--- src/rtl/if_stage_if.sv ---
// ============================================================================
//  Module      : if_stage_if
//  Description : Bus bundle between the fetch stage and its neighbours.
//                It carries the hazard-unit controls, the next-PC targets, the
//                instruction-memory port and the IF/ID register outputs.
//  Revision    : 1.0  initial release
// ============================================================================
`default_nettype none

interface if_stage_if;
    logic        stall;
    logic        flush;
    logic [1:0]  pcsrc;
    logic [31:0] bpc;
    logic [31:0] rpc;
    logic [31:0] jpc;
    logic [31:0] imem_data;
    logic [31:0] imem_addr;
    logic [31:0] pc;
    logic [31:0] dinst;
    logic [31:0] dpc4;
    logic        dvalid;
    logic        misalign;
    logic [31:0] fetch_count;

    // Surrounding pipeline: drives the controls, targets and memory data.
    modport master (
        output stall, flush, pcsrc, bpc, rpc, jpc, imem_data,
        input  imem_addr, pc, dinst, dpc4, dvalid, misalign, fetch_count
    );

    // Fetch stage itself.
    modport slave (
        input  stall, flush, pcsrc, bpc, rpc, jpc, imem_data,
        output imem_addr, pc, dinst, dpc4, dvalid, misalign, fetch_count
    );
endinterface

`default_nettype wire

--- src/rtl/if_stage.sv ---
// ============================================================================
//  Module      : if_stage
//  Description : Instruction-fetch stage. It holds the PC, drives a
//                combinational instruction-memory read and selects the next
//                PC. It also loads the IF/ID register, with stall and flush
//                control from the hazard unit.
//  Revision    : 1.0  initial release
// ============================================================================
`default_nettype none

module if_stage #(
    parameter logic [31:0] RESET_PC = 32'h0000_0000,
    parameter logic [31:0] NOP_INST = 32'h0000_0000
) (
    input  wire logic  clock,
    input  wire logic  reset,
    if_stage_if.slave  bus
);

    localparam logic [1:0] c_SRC_SEQ = 2'b00;
    localparam logic [1:0] c_SRC_BR  = 2'b01;
    localparam logic [1:0] c_SRC_REG = 2'b10;

    logic [31:0] r_pc;
    logic [31:0] r_dinst;
    logic [31:0] r_dpc4;
    logic        r_dvalid;
    logic        r_misalign;
    logic [31:0] r_fetch_count;

    logic [31:0] w_pc4;
    logic [31:0] w_target;
    logic        w_redirect;
    logic [31:0] w_npc;
    logic        w_target_misaligned;

    // pc+4 wraps naturally at 2^32.
    assign w_pc4 = r_pc + 32'd4;

    // Next-PC selection. Redirect targets are word-aligned by dropping the
    // low bits, and a non-zero low pair is flagged for the sticky error.
    // imem_data is not used here, so there is no path from memory to PC.
    always_comb begin
        w_target = bus.jpc;
        case (bus.pcsrc)
            c_SRC_BR:  w_target = bus.bpc;
            c_SRC_REG: w_target = bus.rpc;
            default:   w_target = bus.jpc;
        endcase
        w_redirect          = (bus.pcsrc != c_SRC_SEQ);
        w_npc               = w_redirect ? {w_target[31:2], 2'b00} : w_pc4;
        w_target_misaligned = w_redirect && (w_target[1:0] != 2'b00);
    end

    // PC and IF/ID update. Reset comes first, then flush (which also wins
    // over stall so a redirect is never lost), then stall, then a normal fetch.
    always_ff @(posedge clock) begin
        if (reset) begin
            r_pc          <= RESET_PC;
            r_dinst       <= NOP_INST;
            r_dpc4        <= 32'd0;
            r_dvalid      <= 1'b0;
            r_misalign    <= 1'b0;
            r_fetch_count <= 32'd0;
        end else if (bus.flush) begin
            r_pc     <= w_npc;
            r_dinst  <= NOP_INST;
            r_dpc4   <= w_pc4;
            r_dvalid <= 1'b0;
            if (w_target_misaligned) begin
                r_misalign <= 1'b1;
            end
        end else if (!bus.stall) begin
            r_pc          <= w_npc;
            r_dinst       <= bus.imem_data;
            r_dpc4        <= w_pc4;
            r_dvalid      <= 1'b1;
            r_fetch_count <= r_fetch_count + 32'd1;
            if (w_target_misaligned) begin
                r_misalign <= 1'b1;
            end
        end
    end

    assign bus.imem_addr   = r_pc;
    assign bus.pc          = r_pc;
    assign bus.dinst       = r_dinst;
    assign bus.dpc4        = r_dpc4;
    assign bus.dvalid      = r_dvalid;
    assign bus.misalign    = r_misalign;
    assign bus.fetch_count = r_fetch_count;

endmodule

`default_nettype wire

--- src/flat_wrapper.sv ---
// flat-port wrapper written by rule: the top's interface ports become plain ports
module if_stage_flat 
#(
    parameter logic [31:0] RESET_PC = 32'h0000_0000,
    parameter logic [31:0] NOP_INST = 32'h0000_0000
)
  (clock, reset, bus_stall, bus_flush, bus_pcsrc, bus_bpc, bus_rpc, bus_jpc, bus_imem_data, bus_imem_addr, bus_pc, bus_dinst, bus_dpc4, bus_dvalid, bus_misalign, bus_fetch_count);
  if_stage_if bus_i ();
  input  wire logic clock;
  input  wire logic reset;
  input wire logic [$bits(bus_i.stall)-1:0] bus_stall;
  input wire logic [$bits(bus_i.flush)-1:0] bus_flush;
  input wire logic [$bits(bus_i.pcsrc)-1:0] bus_pcsrc;
  input wire logic [$bits(bus_i.bpc)-1:0] bus_bpc;
  input wire logic [$bits(bus_i.rpc)-1:0] bus_rpc;
  input wire logic [$bits(bus_i.jpc)-1:0] bus_jpc;
  input wire logic [$bits(bus_i.imem_data)-1:0] bus_imem_data;
  output wire logic [$bits(bus_i.imem_addr)-1:0] bus_imem_addr;
  output wire logic [$bits(bus_i.pc)-1:0] bus_pc;
  output wire logic [$bits(bus_i.dinst)-1:0] bus_dinst;
  output wire logic [$bits(bus_i.dpc4)-1:0] bus_dpc4;
  output wire logic [$bits(bus_i.dvalid)-1:0] bus_dvalid;
  output wire logic [$bits(bus_i.misalign)-1:0] bus_misalign;
  output wire logic [$bits(bus_i.fetch_count)-1:0] bus_fetch_count;
  assign bus_i.stall = bus_stall;
  assign bus_i.flush = bus_flush;
  assign bus_i.pcsrc = bus_pcsrc;
  assign bus_i.bpc = bus_bpc;
  assign bus_i.rpc = bus_rpc;
  assign bus_i.jpc = bus_jpc;
  assign bus_i.imem_data = bus_imem_data;
  assign bus_imem_addr = bus_i.imem_addr;
  assign bus_pc = bus_i.pc;
  assign bus_dinst = bus_i.dinst;
  assign bus_dpc4 = bus_i.dpc4;
  assign bus_dvalid = bus_i.dvalid;
  assign bus_misalign = bus_i.misalign;
  assign bus_fetch_count = bus_i.fetch_count;
  if_stage #(.RESET_PC(RESET_PC), .NOP_INST(NOP_INST)) u_core (.clock(clock), .reset(reset), .bus(bus_i));
endmodule
--- config.mk ---
export PLATFORM = sky130hd
export DESIGN_NAME = if_stage_flat
export DESIGN_NICKNAME = d
export VERILOG_FILES = /design/src/rtl/if_stage_if.sv /design/src/rtl/if_stage.sv /design/src/flat_wrapper.sv
export SDC_FILE = /design/constraint.sdc
export NUM_CORES = 1
export LEC_CHECK = 0
export BUFFER_PORTS_ARGS = -buffer_cell sky130_fd_sc_hd__clkbuf_2
export CAP_MARGIN = 20
export CORE_ASPECT_RATIO = 1.1
export CORE_MARGIN = 8
export CORE_UTILIZATION = 40
export CTS_BUF_LIST = sky130_fd_sc_hd__clkbuf_16
export CTS_CLUSTER_DIAMETER = 150
export DETAILED_ROUTE_END_ITERATION = 6
export PLACE_DENSITY_LB_ADDON = 0.25
export SLEW_MARGIN = 20
export SYNTH_ARGS = -nofsm -noshare
export SYNTH_HDL_FRONTEND = slang
export SYNTH_SLANG_ARGS = --single-unit
--- constraint.sdc ---
create_clock -name clock -period 2.45 [get_ports clock]
set_clock_uncertainty 0.1 [all_clocks]
set_input_delay 0.245 -clock clock [delete_from_list [all_inputs] [get_ports clock]]
set_output_delay 0.245 -clock clock [all_outputs]
set_load 0.02 [all_outputs]
After elaboration in Yosys (flattened, before gate mapping)
Cells that the tools add are included.

storage, ports and cells
  register bits after elaboration = 130
  latch bits = 0
  memory bits (writable) = 0
  bits in read-only memories = 0
  bits of input ports = 134
  output and inout port bits = 162
  word-level logic and storage cells = 27
  memories kept = 0

operators by class
  add/subtract/negate cells = 2
  $mul = 0
  div/mod/pow operators = 0
  order comparisons = 0
  equality and inequality tests = 3
  shift operators = 0
  mux-type cells = 9
  bitwise gates (word level) = 2
  reduce and logical (&&, ||, !) cells = 5

operators with widths
  kind                     count
  $mux W32                 5
  $pmux W32 S2             1
  $add A32 B1 Y32 const B  1
  $add A32 B3 Y32 const B  1
  $reduce_bool A2 Y1       2
  $mux W1                  3
  $eq A2 B1 Y1 const B     1
  $eq A2 B2 Y1 const B     1
  $ne A2 B1 Y1 const B     1
  $not A1 Y1               2
  $reduce_and A2 Y1        1
  $reduce_or A2 Y1         1
  $logic_and A1 B1 Y1      1

Longest topological paths before layout
Gate-level depths: netlist of the first run.

  word-level depth = 7
  mapped depth = 8
  depth with buffers taken out = 7

Worst setup path before layout of the first run
OpenSTA, ideal clock, no wires.

  path kind = register -> register
  from = register u_core.r_pc[2], in the netlist u_core.bus.imem_addr[2]
  to = register u_core.r_pc[30], in the netlist u_core.bus.imem_addr[30]
  setup time = 0.070 ns
  data arrival time = 2.222 ns
  data required time = 2.280 ns
  setup slack = 0.058 ns
  stages on the path, launching flop included = 8
  buffers on the path = 1
  path through = dfxtp_1 > ha_1 > clkbuf_1 > nand2_1 > or3_1 > nor4_1 > mux2_2 > a21oi_1

on the way
  cells in the longest elaborated chain, start to end = 4

ends and longest elaborated chain
  item                      line            source
  start: declaration        if_stage.sv:24  logic [31:0] r_pc;
  start signal: assignment  if_stage.sv:66  r_pc <= w_npc;
  start signal: assignment  if_stage.sv:74  r_pc <= w_npc;
  $add A32 B3 Y32 (*)       if_stage.sv:38  assign w_pc4 = r_pc + 32'd4;
  $mux W32 (*)              if_stage.sv:51  w_npc = w_redirect ? {w_target[31:2], 2'b00} : w_pc4;
  $mux W32                  if_stage.sv:73  end else if (!bus.stall) begin
  $mux W32 (*)              if_stage.sv:65  end else if (bus.flush) begin

Every way passes the cells marked *; elsewhere a longest branch is shown, timed or not. The select of a mux whose other input is x is not followed.
A chain may end at the register's enable or synchronous reset.

Worst setup path after layout of the first run
  from = register u_core.r_pc[8], in the netlist u_core.bus.imem_addr[8]
  to = register u_core.r_pc[29], in the netlist u_core.bus.imem_addr[29]

The elaborated chain is that of the path after synthesis.

==> results.json, run 1 <==
{
  "area_growth_pct": 39.3,
  "hold_depth": 3,
  "synth-edff-count": 0,
  "swShare_pct": 28.3,
  "ir_worst_vdd_mv": 0.480,
  "arrival_ns": 2.41,
  "clock_power_share_pct": 45.7,
  "cp_top_family": "simple AND/OR/NAND/NOR gates",
  "fillers": 1529,
  "synthTopCellsByArea": "dfxtp_1, nor2_1, mux2i_1, xnor2_1, a22oi_1",
  "fin_util_pct": 56.7,
  "design_area_um2": 9250,
  "via_per_inst": 5.29,
  "drt_iter0_drc": 389,
  "io_buffers": 289,
  "reg2reg_depth": 6,
  "async_flop_share_pct": 0,
  "leakage_nw": 4.11,
  "initial_core_util_pct": 40.7,
  "seqPwrFrac_pct": 35.5,
  "vias": 6977,
  "setup_ws_ns": 0.232,
  "cp.depth": 6,
  "status": "completed",
  "crit_buf_inv": 1,
  "synth_seq_cells": 126,
  "place_area_um2": 8250,
  "drc": 0,
  "synth_top_area_cell": "dfxtp_1",
  "fin_nets": 1240,
  "path_cells": "nand4_1, or4_4, buf_4, nor4_4, mux2i_1, o22ai_1",
  "synth-main-ff-cell": "dfxtp_1",
  "fin_crit_sh_pct": 90.5,
  "fmax_mhz": 451,
  "finalSetupTns_ns": 0,
  "drtPass1Iterations": 5,
  "clk_pin_slew_worst_paths_ns": 0.06,
  "antenna_found_initial": 4,
  "yosys_warnings": 0,
  "min_path_type": "in -> reg",
  "io_pins": 296,
  "critical_path_class": "reg -> reg",
  "period_needed_ns": 2.22,
  "switchingPower_mw": 1.79,
  "yosys.cell_types.count": 56,
  "tightest_slew_ns": 0.654,
  "cp_max_fo": 20,
  "slew_violations": 0,
  "synth-seq-area-share_pct": 38.0,
  "die-area_um2": 21000,
  "cts_sinks": 126,
  "core_area_um2": 16300,
  "cts-root-buf": "clkbuf_16",
  "grt_pass1_vias": 6974,
  "clk_latency_ns": 0.42,
  "cts_tree": "built",
  "synth_adder_area_share_pct": 0.943,
  "synth_top_area_share_pct": 38.0,
  "critical_path.max_stage_delay_ns": 0.59,
  "grt_util_all_layers_pct": 23.6,
  "die_w_um": 139,
  "combinationalPowerShare_pct": 18.8,
  "syn_area_per_cell_um2": 8.22,
  "tritoncts.num_buffers": 17,
  "power_density_nw_per_um2": 683,
  "syn_area_um2": 6640,
  "clock_path_buffers": 2,
  "cts_max_level": 4,
  "globalplace.congestion": 0.866,
  "wl_per_cell_um": 19.1,
  "synthCells": 807,
  "fp-row-count": 49,
  "hpwl_mm": 18.8,
  "pre_cts_ws_ns": 0.252,
  "grt_max_degree": 38,
  "synth_top_family_by_area": "simple AND/OR/NAND/NOR gates",
  "hold_viol": 0,
  "cp-start-kind": "flop",
  "synth_compound_area_share_pct": 18.6,
  "cap_viol_max_count": 0,
  "fp.dieH_um": 151,
  "route.antenna.remaining_nets": 0,
  "end_kind": "flop",
  "crit_path_top_delay_cell": "or4_4",
  "synthSimpleGateAreaFrac_pct": 20.6,
  "wirelength_mm": 25.2,
  "required_ns": 2.64,
  "yosys-mux-area-fraction_pct": 6.07,
  "p_total_mw": 6.31,
  "synthXorXnorAreaFrac_pct": 7.13,
  "grt_pass1_wl_mm": 38.8,
  "rsz0062_at_grt": "no",
  "finalSetupViolCount": 0,
  "drive_gt1_share_pct": 34.5,
  "cts_setup_buffers": 0,
  "power.internal_mw": 4.53,
  "max-slew-margin-rel_pct": 55.9,
  "overflow": 0
}
-- synthesized netlist by cell type (all sizes together), types with 3 or more instances --
cell	n
a211oi	22
a21oi	51
a22oi	38
a31oi	8
and3	8
and4	7
buf	49
clkbuf	52
dfxtp	126
ha	5
inv	11
mux2i	38
nand2	39
nand2b	3
nand3	15
nand4	23
nor2	122
nor3	18
nor4	17
o21a	3
o21ai	44
o22ai	4
o32ai	6
or3	7
or4	5
xnor2	35
xor2	19
-- layout by cell type, fill, tap and decap left out, drive strengths merged, types with 5 or more instances in the layout --
| cell type | synthesis | final |
|---|---|---|
| xnor2 | 35 | 35 |
| and4 | 7 | 7 |
| bufinv | 0 | 6 |
| mux2i | 38 | 38 |
| inv | 11 | 13 |
| a31oi | 8 | 8 |
| nand4 | 23 | 23 |
| xor2 | 19 | 19 |
| buf | 49 | 50 |
| and3 | 8 | 8 |
| nand3 | 15 | 15 |
| nor3 | 18 | 18 |
| nand2 | 39 | 39 |
| dfxtp | 126 | 126 |
| conb | 1 | 6 |
| a21oi | 51 | 51 |
| ha | 5 | 5 |
| a22oi | 38 | 38 |
| o32ai | 6 | 6 |
| clkbuf | 52 | 306 |
| dlygate4sd3 | 0 | 32 |
| nor4 | 17 | 17 |
| or4 | 5 | 5 |
| a211oi | 22 | 22 |
| or3 | 7 | 7 |
| nor2 | 122 | 122 |
| o21ai | 44 | 44 |
-- repair_timing --
action,4_1_cts,5_1_grt
hold buffers,32,0
hold endpoints to repair,32,0
gates resized for setup,0,0
-- power by group through the flow --
stage	combinational [mW]	clock [mW]	sequential (mW)
2_1_floorplan	0.564	0	2.43
3_3_place_gp	1.14	0	2.28
3_5_place_dp	1.14	0	2.29
4_1_cts	1.18	2.92	2.24
5_1_grt	1.28	3.01	2.26
6_report	1.19	2.88	2.24
-- cell families after synthesis --
family / after synthesis
AOI/OAI and AO/OA: 194
xor gates and xnor gates: 54
adders and majority gates: 5
buffers and inverters: 113
DFF: 126
muxes: 40
other: 1
and+or+nand+nor: 274
-- flip-flops by register name, summed over array words and instances, names as in the netlist --
register,cells
u_core.bus.imem_addr,30
u_core.bus.misalign,1
u_core.bus.dvalid,1
u_core.bus.dinst,32
u_core.bus.dpc4,30
u_core.bus.fetch_count,32
-- final cells by class --
type,instances,area (um^2),share of cell area (%)
clock inverter,15,241,2.61
inverter,12,45.0,0.487
timing repair buffer,371,2180,23.6
tap,204,255,2.76
multi-input combinational,573,3570,38.6
antenna,2,5.00,0.0541
clock buffer,17,425,4.60
sequential,126,2520,27.3
-- through the flow --
step | hold slack [ns] | instances
3_5_place_dp | 0.344 | 1254
4_1_cts | 0.0993 | 1318
2_1_floorplan | 0.289 | 812
6_report | 0.104 | 1320
3_3_place_gp | 0.336 | 1254
5_1_grt | 0.135 | 1320
-- worst paths after layout --
kind	startpoint	end	slack, ns
worst max-delay path	u_core.bus.imem_addr[8]	u_core.bus.imem_addr[29]	0.23
worst min-delay path	bus_jpc[7]	u_core.bus.imem_addr[7]	0.10
worst max register to register	u_core.bus.imem_addr[8]	u_core.bus.imem_addr[29]	0.23
worst min register to register	u_core.bus.dvalid	u_core.bus.dvalid	0.35
-- routing by layer --
metal	GRT usage [%]	vias up	part of all wire [%]
met4	9.39	4	2.3
met5	0	-	0.11
li1	-	3446	-
met2	38.7	264	47
met3	9.43	40	9.3
met1	27.2	3223	41
-- tightest hold or removal path: stages --
cell and delay (ns):
clkbuf_2 0.07, o21ai_0 0.16, a221oi_1 0.09
No activity file was read; power rests on OpenSTA's default activity.
==> run 2: changes to the inputs <==
--- a/config.mk
+++ b/config.mk
@@ -10,7 +10,7 @@
 export CORE_ASPECT_RATIO = 1.1
 export CORE_MARGIN = 8
 export CORE_UTILIZATION = 40
-export CTS_BUF_LIST = sky130_fd_sc_hd__clkbuf_16
+export CTS_BUF_LIST = sky130_fd_sc_hd__clkbuf_8
 export CTS_CLUSTER_DIAMETER = 150
 export DETAILED_ROUTE_END_ITERATION = 6
 export PLACE_DENSITY_LB_ADDON = 0.25
==> run 2 against run 1 <==
Critical path depth unchanged. Combinational power about the same. Non-clock buffer count unchanged. Highest routed layer unchanged. Sequential share of layout area up 0.55 points. Hold slack worse by 0.026 ns. Critical endpoint unchanged. Clock power down 22%. Maximum frequency down 0.48%. Cell count unchanged. Critical path type unchanged.
==> results.json, run 2 (synthesized netlist as in run 1, its figures left out) <==
{
  "fp.dieH_um": 151,
  "finalNonFillerCells": 1320,
  "cap_viol_max_count": 0,
  "initial_core_util_pct": 40.7,
  "clk_latency_ns": 0.45,
  "end_kind": "flop",
  "arrival_ns": 2.44,
  "via_per_inst": 5.31,
  "grt_pass1_wl_mm": 38.6,
  "fmax_mhz": 449,
  "period_needed_ns": 2.23,
  "design_area_um2": 9060,
  "drt_iter0_drc": 383,
  "setup_ws_ns": 0.221,
  "leakage_nw": 4.03,
  "pre_cts_ws_ns": 0.252,
  "p_total_mw": 5.67,
  "core_area_um2": 16300,
  "fin_nets": 1240,
  "ir_worst_vdd_mv": 0.365,
  "cts_sinks": 126,
  "vias": 7015,
  "area_growth_pct": 36.6,
  "drive_gt1_share_pct": 34.6,
  "die-area_um2": 21000,
  "cts_tree": "built",
  "final_common_cell": "clkbuf_2",
  "r2r_slack_ns": 0.22,
  "globalplace.congestion": 0.866,
  "required_ns": 2.66,
  "timing.rr.start": "u_core.bus.imem_addr[8]",
  "grt_util_all_layers_pct": 23.4,
  "route.antenna.remaining_nets": 0,
  "place_area_um2": 8250,
  "critical_path_class": "reg -> reg",
  "clock_path_buffers": 2,
  "crit_start": "u_core.bus.imem_addr[8]",
  "wirelength_mm": 25.2,
  "wl_per_cell_um": 19.1,
  "tritoncts.num_buffers": 17,
  "drtPass1Iterations": 6,
  "fin_crit_sh_pct": 91.0,
  "fin_util_pct": 55.6,
  "min_path_type": "in -> reg",
  "die_w_um": 139,
  "path_cells": "nand4_1, or4_4, buf_4, nor4_4, mux2i_1, o22ai_1",
  "fp-row-count": 49,
  "io_pins": 296,
  "drc": 0,
  "min_from": "bus_jpc[7]",
  "io_buffers": 289,
  "finalSetupViolCount": 0,
  "antenna_found_initial": 4,
  "hpwl_mm": 18.8,
  "slew_violations": 0,
  "max-slew-margin-rel_pct": 55.3,
  "crit_path_top_delay_cell": "or4_4",
  "rsz0062_at_grt": "no",
  "mostFrequentLayoutCells": "clkbuf_2, dfxtp_1, nor2_1",
  "critical_path.max_stage_delay_ns": 0.59,
  "power_density_nw_per_um2": 626,
  "tightest_slew_ns": 0.664,
  "post-place-cells": 1254,
  "hold_viol": 0,
  "grt_pass1_vias": 6938,
  "overflow": 0,
  "cts-root-buf": "clkbuf_8",
  "cp-start-kind": "flop",
  "cts_max_level": 4,
  "whs_ns": 0.0776,
  "cp_max_fo": 20,
  "finalSetupTns_ns": 0,
  "grt_max_degree": 38,
  "status": "completed",
  "clk_pin_slew_worst_paths_ns": 0.08
}
## run 2: area by class of cell
cell class	instances	area, um^2
Fill cell	1564	7240
Multi-Input combinational cell	573	3570
Sequential cell	126	2520
Timing Repair Buffer	371	2180
Tap cell	204	255
Clock buffer	18	248
Clock inverter	14	238
Inverter	12	45.0
Antenna cell	2	5.00
## run 2: power breakdown
group	switching [mW]	total [mW]	internal (mW)	leakage (nW)
combinational	0.723	1.19	0.466	2.77
sequential	0.0855	2.24	2.15	1.03
clock	0.902	2.25	1.34	0.232
## run 2: repair_timing
item                                   CTS  global route
resized for setup                        0             0
setup buffers                            0             0
endpoints found under the hold margin   32             0
hold buffers                            32             0
## run 2: worst max-delay path, delay by kind of cell, from the launching register on
family / cells / cell delay (ns)
AO/OA/AOI/OAI: 1 / 0.08
buffers and inverters: 1 / 0.24
flip-flops: 1 / 0.33
multiplexers: 1 / 0.21
AND/OR/NAND/NOR: 3 / 1.13
## run 2: final timing paths
kind | to | cells past startpoint
worst max register to register | u_core.bus.imem_addr[29] | 6
worst min register to register | u_core.bus.dvalid | 2
worst min-delay path | u_core.bus.imem_addr[7] | 3
worst max-delay path | u_core.bus.imem_addr[29] | 6
## run 2: routing by layer
layer	wire (um)	global-route usage [%]	up-vias	part of all wire (%)
met4	593	9.23	4	2.4
met5	27	0	-	0.11
met3	2460	9.46	39	9.8
li1	-	-	3442	-
met1	10400	27.0	3227	41
met2	11700	38.4	303	46
